[src/rtl/signal_debounce.sv]
// Debouncer for a raw asynchronous input: 2-flop synchronizer, STABLE/VERIFY FSM,
// registered debounced level, busy flag and saturating glitch counter.
module signal_debounce #(
   parameter int unsigned CNT_MAX   = 1000000,
   parameter logic        RST_LEVEL = 1'b0
) (
   input  logic       clk,
   input  logic       rst_n,
   input  logic       key_in,
   input  logic       glitch_clr,
   output logic       D_signal,
   output logic       busy,
   output logic [7:0] glitch_cnt
);

   localparam int unsigned CW = (CNT_MAX > 2) ? $clog2(CNT_MAX) : 1;
   localparam logic [CW-1:0] CntLast = CW'(CNT_MAX - 1);

   typedef enum logic {StStable, StVerify} state_e;

   state_e        state_q, state_d;
   logic [CW-1:0] cnt_q, cnt_d;
   logic          s1_q, s2_q;
   logic          level_q, level_d;
   logic          busy_q;
   logic [7:0]    glitch_q, glitch_d;
   logic          reject;

   always_comb begin
      state_d = state_q;
      cnt_d   = cnt_q;
      level_d = level_q;
      reject  = 1'b0;
      unique case (state_q)
         StStable: begin
            cnt_d = '0;
            if (s2_q != level_q) state_d = StVerify;
         end
         StVerify: begin
            if (s2_q == level_q) begin
               // Input bounced back before the stable window completed
               state_d = StStable;
               cnt_d   = '0;
               reject  = 1'b1;
            end else if (cnt_q == CntLast) begin
               level_d = s2_q;
               state_d = StStable;
               cnt_d   = '0;
            end else begin
               cnt_d = cnt_q + CW'(1);
            end
         end
         default: state_d = StStable;
      endcase
   end

   always_comb begin
      glitch_d = glitch_q;
      if (glitch_clr) begin
         glitch_d = '0;
      end else if (reject && (glitch_q != 8'hFF)) begin
         glitch_d = glitch_q + 8'd1;
      end
   end

   always_ff @(posedge clk or negedge rst_n) begin
      if (!rst_n) begin
         s1_q     <= RST_LEVEL;
         s2_q     <= RST_LEVEL;
         level_q  <= RST_LEVEL;
         state_q  <= StStable;
         cnt_q    <= '0;
         busy_q   <= 1'b0;
         glitch_q <= '0;
      end else begin
         s1_q     <= key_in;
         s2_q     <= s1_q;
         level_q  <= level_d;
         state_q  <= state_d;
         cnt_q    <= cnt_d;
         busy_q   <= (state_d == StVerify);
         glitch_q <= glitch_d;
      end
   end

   assign D_signal   = level_q;
   assign busy       = busy_q;
   assign glitch_cnt = glitch_q;

endmodule

[config.mk]
export PLATFORM = sky130hd
export DESIGN_NAME = signal_debounce
export DESIGN_NICKNAME = d
export VERILOG_FILES = /design/src/rtl/signal_debounce.sv
export SDC_FILE = /design/constraint.sdc
export NUM_CORES = 1
export LEC_CHECK = 0
export ABC_CLOCK_PERIOD_IN_PS = 2000
export BUFFER_PORTS_ARGS = -buffer_cell sky130_fd_sc_hd__clkbuf_2
export CORE_ASPECT_RATIO = 1.75
export CORE_MARGIN = 3
export CORE_UTILIZATION = 49
export CTS_CLUSTER_SIZE = 8
export DETAILED_ROUTE_END_ITERATION = 10
export GPL_TIMING_DRIVEN = 0
export MAX_ROUTING_LAYER = met4
export PLACE_DENSITY = 0.82
export SLEW_MARGIN = 20
export SYNTH_ARGS = -nofsm -noshare
export SYNTH_HDL_FRONTEND = slang
export SYNTH_SLANG_ARGS = --single-unit
[constraint.sdc]
create_clock -name clk -period 2 [get_ports clk]
set_input_delay 0.1 -clock clk [delete_from_list [all_inputs] [get_ports clk]]
set_output_delay 0.1 -clock clk [all_outputs]
set_load 0.05 [all_outputs]
==> impl_metrics.toml <==
[run_status]
outcome = "finished clean"

[route]
route.antenna.remaining_nets = 0
drt_iter0_markers = 48
wl_per_cell_um = 15.3
remaining_drc_errors = 0
detail_route.wirelength_mm = 3.54
vias_per_cell = 5.74
vias = 1327
drtPass1Iterations = 4

[floorplan]
num_io_pins = 14
starting_density_of_the_core_pct = 52.2
area_of_the_core_um2 = 2990
fp.dieH_um = 80.7
floorplan.die.width_um = 48.7
rows = 26
die-area_um2 = 3930

[sta]
grt_setup_unrepaired = "yes"
hold_ws_ns = 0.182
timing.final.hold_violations = 0
slew-limit-headroom_pct = 48.1
setup_viol = 0
maxClockFrequency_mhz = 510
max_slew.worst_pin.slew_ns = 0.778
drv_slew = 0
finalCritPeriodShare_pct = 98.1
setup_total_negative_slack_ns = 0
clock-skew-final_ns = 0.00421
final.min_clock_period_ns = 1.96

[hold_path]
timing.hold.worst.class = "in -> reg"
min_delay_path_depth = 2

[synthesis]
synth_top_area_share_pct = 51.3
synth_net_count = 163
post_synthesis_cell_type_count = 37
synth_warnings = 0
synth_edf_count = 0
syn-mean-instance-area_um2 = 9.95
proportion_of_synthesized_flip_flops_having_asynchronous_set_or_reset_pct = 100
synthXorXnorAreaFrac_pct = 8.41
compound_gate_fraction_of_synth_area_pct = 8.57
yosys.area_share.simple_pct = 25.6
sequential_cell_area_fraction_in_the_yosys_report_pct = 51.3
post_synth_main_area_contributors = "sky130_fd_sc_hd__dfrtp_1 51%, sky130_fd_sc_hd__xnor2_1 7.3%, sky130_fd_sc_hd__nor2_1 5.3%"
synth_fa_ha_area_share_pct = 1.60
synth_seq_cells = 32
synthesis.area_um2 = 1560
synth_largest_area_cell = "sky130_fd_sc_hd__dfrtp_1"
portion_of_netlist_area_occupied_by_mux_cells_pct = 2.08
post_synth_inst_count = 157
synth_ff_type = "sky130_fd_sc_hd__dfrtp_1"
synth_top_family_by_area = "simple AND/OR/NAND/NOR gates"

[setup_path]
path_class = "reg -> reg"
crit_required_ns = 2.21
setup.worst_path.end_class = "register"
arrival_ns = 2.17
cp_max_fo = 10
critical_path.startpoint_type = "register"
worst_reg2reg_path_length_in_cells = 4

[grt]
antenna_found_initial = 0
first_global_vias = 1244
grt_use_total_pct = 19.9
grt_first_pass_wirelength_mm = 5.69
grt_max_degree = 33
grt_overflow_total = 0

[finish]
share_of_final_layout_standard_cells_stronger_than_drive_strength_1_pct = 23.8
layout-area-overhead-vs-synth_pct = 22.8
multi_input_area_um2 = 757
antenna_cells_inserted = 0
layout.area.seq_um2 = 805
layout_commonest_cell = "sky130_fd_sc_hd__dfrtp_1"
most-common-layout-cells = "29 x sky130_fd_sc_hd__dfrtp_1, 22 x sky130_fd_sc_hd__nor2_1, 13 x sky130_fd_sc_hd__xnor2_1"
nets = 195
layout.filler_cells = 245

[cts]
cts_tree = "built"
cts-htree-levels = 2
path_clk_slew_ns = 0.06
cts.sinks = 32
clockRootBuffer = "sky130_fd_sc_hd__clkbuf_8"
insertion_delay_ns = 0.29
cts_inserted_buffers = 5
largest_buffer_count_on_any_clock_path = 2

[placed_design]
port-buffer-count = 12
dp.final_hpwl_mm = 2.31
gp_congestion = 0.848

[pwr]
pwr_density_cell_nw_per_um2 = 658
power_leakage_nw = 0.783
peakVddDrop_v = 0.000543

[run]
cap_violations = 0
==> worst max-delay path, cell delays in order, from the launching register on <==
cell	delay (ns)
sky130_fd_sc_hd__dfrtp_1	0.43
sky130_fd_sc_hd__nand4_2	0.29
sky130_fd_sc_hd__or4_2	0.63
sky130_fd_sc_hd__or3_1	0.37
sky130_fd_sc_hd__a21oi_1	0.17
==> synth_stat cells (2+ instances only) <==
| cell | count |
|---|---|
| sky130_fd_sc_hd__a21oi_1 | 9 |
| sky130_fd_sc_hd__and2_1 | 2 |
| sky130_fd_sc_hd__and3_1 | 3 |
| sky130_fd_sc_hd__clkbuf_1 | 2 |
| sky130_fd_sc_hd__dfrtp_1 | 32 |
| sky130_fd_sc_hd__ha_1 | 2 |
| sky130_fd_sc_hd__inv_1 | 6 |
| sky130_fd_sc_hd__mux2_2 | 2 |
| sky130_fd_sc_hd__nand2_1 | 8 |
| sky130_fd_sc_hd__nand3_1 | 6 |
| sky130_fd_sc_hd__nand3_2 | 2 |
| sky130_fd_sc_hd__nand4_1 | 2 |
| sky130_fd_sc_hd__nor2_1 | 22 |
| sky130_fd_sc_hd__nor2b_1 | 2 |
| sky130_fd_sc_hd__nor3_1 | 6 |
| sky130_fd_sc_hd__nor4_1 | 5 |
| sky130_fd_sc_hd__o21ai_0 | 4 |
| sky130_fd_sc_hd__o31ai_1 | 3 |
| sky130_fd_sc_hd__or3_1 | 4 |
| sky130_fd_sc_hd__or4_1 | 5 |
| sky130_fd_sc_hd__xnor2_1 | 13 |
| sky130_fd_sc_hd__xor2_1 | 2 |
==> registers in the layout, indices dropped and copies added (netlist names) <==
signal and cells:
cnt_q 20, glitch_cnt 8, D_signal 1, busy 1, s1_q 1, s2_q 1
==> per-layer routing <==
layer  vias up  wire [um]  global-route usage (%)
met3         8        158                    5.57
li1        624          -                       -
met5         -          0                       -
met2        45       1970                    35.0
met4         0         93                    10.8
met1       650       1320                    19.6
==> area by class of cell <==
type | count | area share [%]
multi-input combinational | 115 | 39.5
tap | 42 | 2.74
clock buffer | 7 | 5.02
sequential | 32 | 41.9
buffer | 4 | 1.17
inverter | 6 | 1.17
timing repair buffer | 25 | 8.48
==> kinds of logic (layout without fill, tap and decap cells) <==
| family | count (synthesis) | in the layout |
|---|---|---|
| AND/OR/NAND/NOR | 73 | 73 |
| adder cells (fa/ha/maj) | 2 | 2 |
| XOR/XNOR | 15 | 15 |
| multiplexers | 3 | 3 |
| buffers and inverters | 10 | 42 |
| flip-flops | 32 | 32 |
| AO/OA/AOI/OAI | 22 | 22 |
==> power breakdown <==
group / internal (mW) / switching [mW]
Clock: 0.306 / 0.231
Combinational: 0.0169 / 0.0461
Sequential: 0.655 / 0.00723
==> worst paths after layout <==
check,start,to,slack (ns)
worst max-delay path,cnt_q[2],cnt_q[15],0.04
worst min-delay path,glitch_clr,glitch_cnt[0],0.18
worst max register to register,cnt_q[2],cnt_q[15],0.04
worst min register to register,s1_q,s2_q,0.37
max in group asynchronous,rst_n,cnt_q[10],1.04
min in group asynchronous,rst_n,glitch_cnt[0],0.42
==> stage by stage <==
step	power, mW	std cells	instance area, um^2	util [%]	worst slack, ns
floorplan	0.706	157	1560	-	0.0647
global placement	0.729	211	1670	55.9	-0.226
detailed placement	0.731	211	1670	55.9	-0.326
CTS	1.27	222	1820	60.8	0.00252
global route	1.31	231	1920	64.1	-0.0871
finish	1.26	231	1920	64.1	0.0388
==> what timing repair did <==
action                                  in CTS  in global routing
hold endpoints to repair                    33                  0
endpoints found under the setup margin      11                 15
setup buffers                                2                  9
resized for setup                            3                 10
pin swaps                                    1                  2
hold buffers                                 2                  0
(Power assumes the default switching activity.)
